[src/rtl/esfa_cell_pkg.sv]
// Shared definitions for the ESFA cell bank: field widths, tuple layout,
// opcodes and scheduler state encoding.
package esfa_cell_pkg;

  localparam int HW = 4;
  localparam int CW = 4;
  localparam int RW = 4;
  localparam int IW = 8;
  localparam int VW = 16;
  localparam int TW = 3 + HW + CW + RW + 3*IW + VW;

  // Tuple layout, LSB upward: mark, value, index, high, low, rank, eltDef,
  // array_code, handle, arrDef.
  localparam int MARK_BIT = 0;
  localparam int VAL_LSB  = MARK_BIT + 1;
  localparam int IDX_LSB  = VAL_LSB + VW;
  localparam int HIGH_LSB = IDX_LSB + IW;
  localparam int LOW_LSB  = HIGH_LSB + IW;
  localparam int RANK_LSB = LOW_LSB + IW;
  localparam int ELT_BIT  = RANK_LSB + RW;
  localparam int CODE_LSB = ELT_BIT + 1;
  localparam int HND_LSB  = CODE_LSB + CW;
  localparam int ARR_BIT  = HND_LSB + HW;

  localparam logic [1:0] OP_WRITE  = 2'd0;
  localparam logic [1:0] OP_LOOKUP = 2'd1;
  localparam logic [1:0] OP_MARK   = 2'd2;
  localparam logic [1:0] OP_SWEEP  = 2'd3;

  localparam logic [1:0] ST_IDLE = 2'd0;
  localparam logic [1:0] ST_SCAN = 2'd1;
  localparam logic [1:0] ST_RESP = 2'd2;

  typedef struct packed {
    logic          id;
    logic [1:0]    op;
    logic [TW-1:0] tuple;
  } req_t;

  function automatic logic [HW-1:0] f_handle(input logic [TW-1:0] t);
    return t[HND_LSB +: HW];
  endfunction

  function automatic logic [IW-1:0] f_index(input logic [TW-1:0] t);
    return t[IDX_LSB +: IW];
  endfunction

  function automatic logic f_free(input logic [TW-1:0] t);
    return !t[ARR_BIT] && !t[ELT_BIT];
  endfunction

endpackage

[src/rtl/memory_cell_slot.sv]
// One tuple cell. Clear wins over write, write over mark updates.
module memory_cell_slot
  import esfa_cell_pkg::*;
(
  input  logic          clk,
  input  logic          rst,
  input  logic          i_clr,
  input  logic          i_we,
  input  logic          i_set_mark,
  input  logic          i_clr_mark,
  input  logic [TW-1:0] i_wdata,
  output logic [TW-1:0] o_tuple
);

  logic [TW-1:0] r_tuple;

  always_ff @(posedge clk) begin
    if (rst || i_clr)    r_tuple <= '0;
    else if (i_we)       r_tuple <= i_wdata;
    else if (i_set_mark) r_tuple[MARK_BIT] <= 1'b1;
    else if (i_clr_mark) r_tuple[MARK_BIT] <= 1'b0;
  end

  assign o_tuple = r_tuple;

endmodule

[src/rtl/memory_cell_scheduler.sv]
// Two-requester round-robin scheduler that scans the cell bank one slot per
// cycle for WRITE/LOOKUP/MARK/SWEEP and returns one response per operation.
module memory_cell_scheduler
  import esfa_cell_pkg::*;
#(
  parameter  int N_CELLS = 8,
  localparam int SW      = $clog2(N_CELLS)
) (
  input  logic                clk,
  input  logic                rst,
  input  logic [1:0]          req_valid,
  output logic [1:0]          req_ready,
  input  logic [3:0]          req_op,
  input  logic [1:0][TW-1:0]  req_tuple,
  output logic                rsp_valid,
  output logic                rsp_id,
  output logic                rsp_hit,
  output logic [SW-1:0]       rsp_slot,
  output logic [TW-1:0]       rsp_tuple,
  output logic                busy
);

  logic [1:0]    r_state;
  logic          r_last;
  req_t          r_req;
  logic [SW-1:0] r_idx;
  logic          r_hit;
  logic [SW-1:0] r_slot;
  logic [TW-1:0] r_ltuple;

  logic                       w_gnt_id;
  logic                       w_hs;
  req_t                       w_new;
  logic [N_CELLS-1:0][TW-1:0] w_cells;
  logic [TW-1:0]              w_cur;
  logic                       w_match;
  logic                       w_scan;
  logic [TW-1:0]              w_wdata;
  logic [N_CELLS-1:0]         w_clr, w_we, w_set_mark, w_clr_mark;

  // Round-robin: on contention the requester not granted last wins.
  always_comb begin
    w_gnt_id  = (req_valid == 2'b11) ? ~r_last : req_valid[1];
    req_ready = '0;
    if (r_state == ST_IDLE && !rst && |req_valid)
      req_ready = w_gnt_id ? 2'b10 : 2'b01;
    w_hs      = |(req_valid & req_ready);
    w_new.id    = w_gnt_id;
    w_new.op    = w_gnt_id ? req_op[3:2] : req_op[1:0];
    w_new.tuple = req_tuple[w_gnt_id];
  end

  assign w_scan = (r_state == ST_SCAN);
  assign w_cur  = w_cells[r_idx];

  // Per-op qualifier for the cell under the scan index.
  always_comb begin
    w_match = 1'b0;
    case (r_req.op)
      OP_WRITE:  w_match = f_free(w_cur);
      OP_LOOKUP: w_match = w_cur[ARR_BIT] && w_cur[ELT_BIT] &&
                           f_handle(w_cur) == f_handle(r_req.tuple) &&
                           f_index(w_cur) == f_index(r_req.tuple);
      OP_MARK:   w_match = w_cur[ARR_BIT] &&
                           f_handle(w_cur) == f_handle(r_req.tuple);
      OP_SWEEP:  w_match = w_cur[ARR_BIT] && !w_cur[MARK_BIT];
      default:   w_match = 1'b0;
    endcase
  end

  always_ff @(posedge clk) begin
    if (rst) begin
      r_state  <= ST_IDLE;
      r_last   <= 1'b1;
      r_req    <= '0;
      r_idx    <= '0;
      r_hit    <= 1'b0;
      r_slot   <= '0;
      r_ltuple <= '0;
    end else begin
      case (r_state)
        ST_IDLE: if (w_hs) begin
          r_req    <= w_new;
          r_last   <= w_gnt_id;
          r_idx    <= '0;
          r_hit    <= 1'b0;
          r_slot   <= '0;
          r_ltuple <= '0;
          r_state  <= ST_SCAN;
        end
        ST_SCAN: begin
          if (w_match && !r_hit) begin
            r_hit    <= 1'b1;
            r_slot   <= r_idx;
            r_ltuple <= w_cur;
          end
          r_idx <= r_idx + 1'b1;
          if (r_idx == SW'(N_CELLS-1)) r_state <= ST_RESP;
        end
        ST_RESP: r_state <= ST_IDLE;
        default: r_state <= ST_IDLE;
      endcase
    end
  end

  // Stored WRITE tuple always starts unmarked.
  assign w_wdata = {r_req.tuple[TW-1:1], 1'b0};

  for (genvar g = 0; g < N_CELLS; g++) begin : g_cell
    logic w_sel;
    assign w_sel         = w_scan && (r_idx == SW'(g));
    assign w_clr[g]      = w_sel && r_req.op == OP_SWEEP && w_match;
    assign w_clr_mark[g] = w_sel && r_req.op == OP_SWEEP && !w_match;
    assign w_set_mark[g] = w_sel && r_req.op == OP_MARK && w_match;
    assign w_we[g]       = r_state == ST_RESP && r_req.op == OP_WRITE &&
                           r_hit && r_slot == SW'(g);

    memory_cell_slot u_slot (
      .clk        (clk),
      .rst        (rst),
      .i_clr      (w_clr[g]),
      .i_we       (w_we[g]),
      .i_set_mark (w_set_mark[g]),
      .i_clr_mark (w_clr_mark[g]),
      .i_wdata    (w_wdata),
      .o_tuple    (w_cells[g])
    );
  end

  always_comb begin
    rsp_valid = (r_state == ST_RESP) && !rst;
    rsp_id    = rsp_valid && r_req.id;
    rsp_hit   = rsp_valid && r_hit;
    rsp_slot  = rsp_hit ? r_slot : '0;
    rsp_tuple = '0;
    if (rsp_hit && r_req.op == OP_WRITE)  rsp_tuple = w_wdata;
    if (rsp_hit && r_req.op == OP_LOOKUP) rsp_tuple = r_ltuple;
    busy      = (r_state != ST_IDLE);
  end

endmodule

[config.mk]
export PLATFORM = sky130hd
export DESIGN_NAME = memory_cell_scheduler
export DESIGN_NICKNAME = d
export VERILOG_FILES = /design/src/rtl/esfa_cell_pkg.sv /design/src/rtl/memory_cell_slot.sv /design/src/rtl/memory_cell_scheduler.sv
export SDC_FILE = /design/constraint.sdc
export NUM_CORES = 1
export LEC_CHECK = 0
export CORE_MARGIN = 5
export CORE_UTILIZATION = 55
export DETAILED_ROUTE_END_ITERATION = 12
export GPL_ROUTABILITY_DRIVEN = 0
export PLACE_DENSITY_LB_ADDON = 0.2
export SYNTH_ARGS = -nofsm -noshare
export SYNTH_HDL_FRONTEND = slang
export SYNTH_SLANG_ARGS = --single-unit
[constraint.sdc]
create_clock -name clk -period 4.32 [get_ports clk]
set_clock_uncertainty 0.05 [all_clocks]
set_input_delay 0.864 -clock clk [delete_from_list [all_inputs] [get_ports clk]]
set_output_delay 0.864 -clock clk [all_outputs]
set_load 0.01 [all_outputs]
After elaboration in Yosys (flattened, before gate mapping) --
Index checks and enable logic that the tools add are counted.
Cells by class: $add $sub $neg 1, order comparisons 2, equality and inequality tests 25, mux-type cells 41, bitwise gates (word level) 2, reductions and logical operators 114
Operator list (number):
- 55-bit two-way mux | 7
- 55-bit binary-select mux with 3-bit select | 1
- 55-bit case mux with 2 select lines | 1
- 1-bit logical AND | 72
- 3-bit equality test, second input constant | 8
- 2-bit nonzero test | 10
- 2-bit OR reduction | 10
- 1-bit two-way mux | 19
- 3-bit by 2-bit equality test with 1-bit output, second input constant | 4
- 3-bit case mux with 2 select lines | 2
- 2-bit two-way mux | 5
- 3-bit two-way mux | 3
- 2-bit equality test, second input constant | 4
- 8-bit equality test | 1
- 1-bit logical OR | 8
- 3-bit by 1-bit equality test with 1-bit output, second input constant | 2
- 1-bit zero test | 6
- 3-bit zero test | 2
- 2-bit AND reduction | 3
- 2-bit by 1-bit equality test with 1-bit output, second input constant | 2
- 4-bit equality test | 1
- 2-bit zero test | 2
- 3-bit by 4-bit less-than comparator with 1-bit output, second input constant | 1
- 2-bit by 1-bit != test with 1-bit output, second input constant | 2
- other kinds (9) | 9
Word-level totals: flip-flop bits (word level) 563, input bits 118, output and inout port bits 64, word-level logic and storage cells 210

Logic depth before layout (Yosys ltp) --
Gate-level depths: netlist of run 1.
word-level depth 10, depth in mapped cells 12, mapped depth without buffers 7

Hierarchy --
Synthesis of run 1 repeated with hierarchy kept, for this count alone.
Second synthesis, totals: cells, all modules 2397, area total of the unflattened synthesis 25490.7 µm²
By module, submodules not included:
- memory_cell_slot | instances 8, cells each 180, area an instance 1989.4 µm², sequential area each 1101.1 µm²
- memory_cell_scheduler | instances 1, cells each 957, area an instance 9575.4 µm², sequential area each 2442.3 µm²

Worst setup path before layout of run 1 --
No wires, ideal clock.
path kind input to output, from input port req_valid[1], to output port req_ready[1], arrival 2.439 ns, data required time 3.406 ns, setup slack 0.967 ns, stages 5, path buffers 3, path through a21boi_0 clkbuf_1 buf_1 buf_1 nor3b_1
On the way: word-level cells in the longest chain between the ends 4, elaborated cells between the ends (all ways) 6, those cells by class 1 x eq/ne; 3 x mux; 2 x reduce/logical
Ends and longest elaborated chain:
- from (decl) | line memory_cell_scheduler.sv:11 | input logic [1:0] req_valid,
- 2-bit equality test | line memory_cell_scheduler.sv:43 | w_gnt_id = (req_valid == 2'b11) ? ~r_last : req_valid[1];
- 1-bit two-way mux | line memory_cell_scheduler.sv:43
- 2-bit two-way mux | line memory_cell_scheduler.sv:46 | req_ready = w_gnt_id ? 2'b10 : 2'b01;
- 2-bit two-way mux * | line memory_cell_scheduler.sv:45 | if (r_state == ST_IDLE && !rst && |req_valid)
- to (decl) | line memory_cell_scheduler.sv:12 | output logic [1:0] req_ready,
Mark *: on every way between the ends. The rest lies on a longest branch, timed or not.

Worst setup path after layout of run 1 --
from register r_state[1], to output port rsp_tuple[37]
On the way: word-level cells in the longest chain between the ends 6, elaborated cells between the ends (all ways) 7, those cells by class 1 x eq/ne; 2 x mux; 4 x reduce/logical
Ends and longest elaborated chain:
- from (decl) | line memory_cell_scheduler.sv:23 | logic [1:0] r_state;
- from (signal assigned) | line memory_cell_scheduler.sv:73 | r_state <= ST_IDLE;
- from (signal assigned) | line memory_cell_scheduler.sv:89 | r_state <= ST_SCAN;
- from (signal assigned) | line memory_cell_scheduler.sv:98 | if (r_idx == SW'(N_CELLS-1)) r_state <= ST_RESP;
- 2-bit equality test * | line memory_cell_scheduler.sv:131 | rsp_valid = (r_state == ST_RESP) && !rst;
- 1-bit logical AND * | line memory_cell_scheduler.sv:131
- 1-bit logical AND * | line memory_cell_scheduler.sv:133 | rsp_hit = rsp_valid && r_hit;
- 1-bit logical AND | line memory_cell_scheduler.sv:136 | if (rsp_hit && r_req.op == OP_WRITE) rsp_tuple = w_wdata;
- 55-bit two-way mux | line memory_cell_scheduler.sv:136
- 55-bit two-way mux * | line memory_cell_scheduler.sv:137 | if (rsp_hit && r_req.op == OP_LOOKUP) rsp_tuple = r_ltuple;
- to (decl) | line memory_cell_scheduler.sv:19 | output logic [TW-1:0] rsp_tuple,
Marks and branches as above.

==> run metrics, run 1 <==
Top FF cell, synth=dfxtp_1; hold slack=0.403 ns; Adder-Cell Fraction of Synth Area=0.301%; worst path arrival time=3.06 ns; Final min period=3.97 ns; hold crit path type=flop to flop; Post-DP Area=0.0270 mm²; CP bufs+invs=2; maxcap violations=0; final hold viol count=0; Synth Area in Simple Gates=19.1%; share of cells above drive strength 1=11.6%; crit path capture type=output port; Core Region=0.0451 mm²; CTS tree=yes; CP Launch Type=flop; CTS Root Cell=clkbuf_16; Syn Std Cell Area=0.0250 mm²; worst-skew pair later-pin latency=0.63 ns; initial DRC count=2013; Critical-path top delay cell=clkdlybuf4s50_1; hold_buf cts=0; TritonCTS buffer count=57; remaining antenna violation count=0; Detailed Place HPWL=44300 µm; die area=0.0497 mm²; biggest cell delay along the critical path=0.57 ns; largest family of logic cells by synthesized area=simple AND/OR/NAND/NOR gates; total clock sinks=562; Post-Syn Instances=2921; maximum vdd ir drop=266 µV; WS Path Type=flop to output port; Slew headroom=30.8%; mux share of post-synthesis cell area=15.9%; Post-synth ARST share=0%; Pleak=0.00953 µW; # rows=78; Critical Path RT=3.41 ns; Cell Chain, Critical Path=nor2b_1 > nor2b_1 > nand2_1 > nor3b_2 > buf_4 > a22o_1 > clkdlybuf4s50_1; Worst-Margin Slew=1.03 ns; global-route wire length before repair=122000 µm; routed len/inst=22.0 µm; Worst-path clk slew=0.06 ns; CTS Buffer Depth=3; design area=0.0289 mm²; die span in y=223 µm; gr usage total=30.6%; initial antenna violation count=0; drt first pass iters=6; total number of yosys warnings=0; Area Overhead vs Synth=15.6%; Final period util=92.0%; Initial Util=55.4%; die width=223 µm; total gr overflow=0; pwr/cell area=383 mW/mm²; xor/xnor share of the synthesized area=0.386%; post-synthesis compound-gate area fraction=14.3%; largest net degree at the start of global routing=140; drc violations=0; most frequent CP cell=nor2b_1; Fill cells=3790; Setup-failing EPs final=0; Netlist cell types=47; CTS H-Tree Depth=2; Yosys reg bits=562; status=completed; Syn Nets=3045; vias in the first global route=22100; number of port buffers=179; final wirelength=78600 µm; Vias=21900; Peak Freq=252 MHz; via density per instance=6.14; post-route setup TNS=0 ns; # Post-CTS Setup Buffers=0; I/O Pins=182; Final #Nets=3041; ANT cells=0; post-cts gate resize count=0; RSZ-0062 raised after global routing=false; Post-synth EDFFs=0; crit-path leading delay family=buffers and inverters; syn_area_per_cell=8.55 µm²; count of pins over their slew limit=0; Crit Path Max Fanout=28; sequential cell area fraction in the yosys report=45.1%
## power breakdown
part	leakage [µW]	switching [µW]	internal (µW)
Combinational	0.00407	430	298
Clock	0.000922	2110	2780
Sequential	0.00454	183	5240
## tightest hold or removal path, stage by stage, from the launching register on
cell,delay (ns)
dfxtp_1,0.31
nand2_1,0.05
a21oi_1,0.05
## flip-flops by register name, summed over array words and instances, names as in the netlist
name                   count
r_slot                     3
r_ltuple                  55
r_state                    2
g_cell.u_slot.o_tuple    440
r_last                     1
r_hit                      1
r_idx                      3
r_req                     57
## cell type report
type,count,area [µm²],share of cell area [%]
multi-input cells,2055,12600,43.8
flip-flops and latches,562,11300,39.0
repair buffers,235,2340,8.10
clock buffers,89,1710,5.91
well taps,600,751,2.60
clock inverters,18,150,0.520
inverters,6,22.5,0.0780
## placed cells by master (no fill, tap or decap), types with 8 or more instances in the layout
cell	instances
clkbuf_8	16
clkbuf_16	57
a211oi_1	56
mux2_2	11
nand2_1	969
mux2_1	8
mux4_2	108
a21oi_1	485
clkbuf_1	16
mux2i_1	73
clkdlybuf4s50_1	178
nor3b_1	60
xor2_1	11
dfxtp_1	559
buf_4	46
nor2_1	80
mux2_4	39
a22o_1	55
buf_12	10
clkinv_2	12
## per-stage QoR
step	std cells	worst slack, ns	total power, µW	utilization [%]
floorplan	2921	0.967	5940	-
global placement	3458	0.612	6240	59.9
detailed placement	3458	0.628	6250	59.9
CTS	3565	0.326	11100	64.0
global route	3565	0.211	11400	64.0
finish	3565	0.346	11000	64.0
## Yosys cell counts (2+ instances only)
cell	count	area, µm²
nand3_1	7	35.0
or2_2	6	37.5
xor2_1	11	96.3
nor2b_1	5	31.3
a21oi_1	485	2430
nand2_1	969	3640
mux2_2	11	124
mux2i_1	73	731
a211oi_1	56	420
a2111oi_1	6	60.1
a2111oi_0	2	17.5
nand4_1	2	12.5
nand3b_1	4	30.0
nor2_1	87	327
buf_2	15	75.1
nor3b_1	61	458
a21o_1	6	45.0
dfxtp_1	562	11300
clkbuf_1	217	815
nand2b_1	7	43.8
mux4_2	108	2430
inv_1	5	18.8
and3_1	7	43.8
and2_1	4	25.0
buf_1	56	210
mux2_4	39	586
a31oi_1	3	18.8
or3_1	5	31.3
ha_1	6	75.1
mux2_1	8	90.1
a22o_1	55	482
buf_6	8	90.1
nor3_1	8	40.0
o21bai_1	4	30.0
## kinds of logic after synthesis
logic type,count (synthesis)
AND/OR/NAND/NOR,1174
adder cells (fa/ha/maj),6
AO/OA/AOI/OAI,625
XOR/XNOR,11
multiplexers,239
flip-flops,562
buffers and inverters,304
## layer usage
metal,global-route usage (%),up-vias,routed length (µm)
li1,-,9899,-
met1,39.2,10600,30600
met2,51.4,1171,37100
met3,5.54,246,7860
met4,12.6,0,3070
met5,0,-,0
## final timing paths
check	startpoint	to	slack, ns	depth (start not counted)
worst max register to register	r_idx[2]	r_ltuple[29]	0.72	9
worst min-delay path	g_cell[3].u_slot.o_tuple[30]	g_cell[3].u_slot.o_tuple[30]	0.40	2
worst max-delay path	r_state[1]	rsp_tuple[37]	0.35	7
worst min register to register	g_cell[3].u_slot.o_tuple[30]	g_cell[3].u_slot.o_tuple[30]	0.40	2
Power figures use the tool's default switching activity.
==> run 2: changes to the inputs <==
Settings changed: CAP_MARGIN set to 20.
==> results of run 2 <==
The final DEF is identical to that of run 1; final timing and power are the same.
==> run 3: changes to the inputs <==
Settings changed: SLEW_MARGIN set to 20.
==> results of run 3 <==
The final DEF is identical to that of run 1; final timing and power are the same.
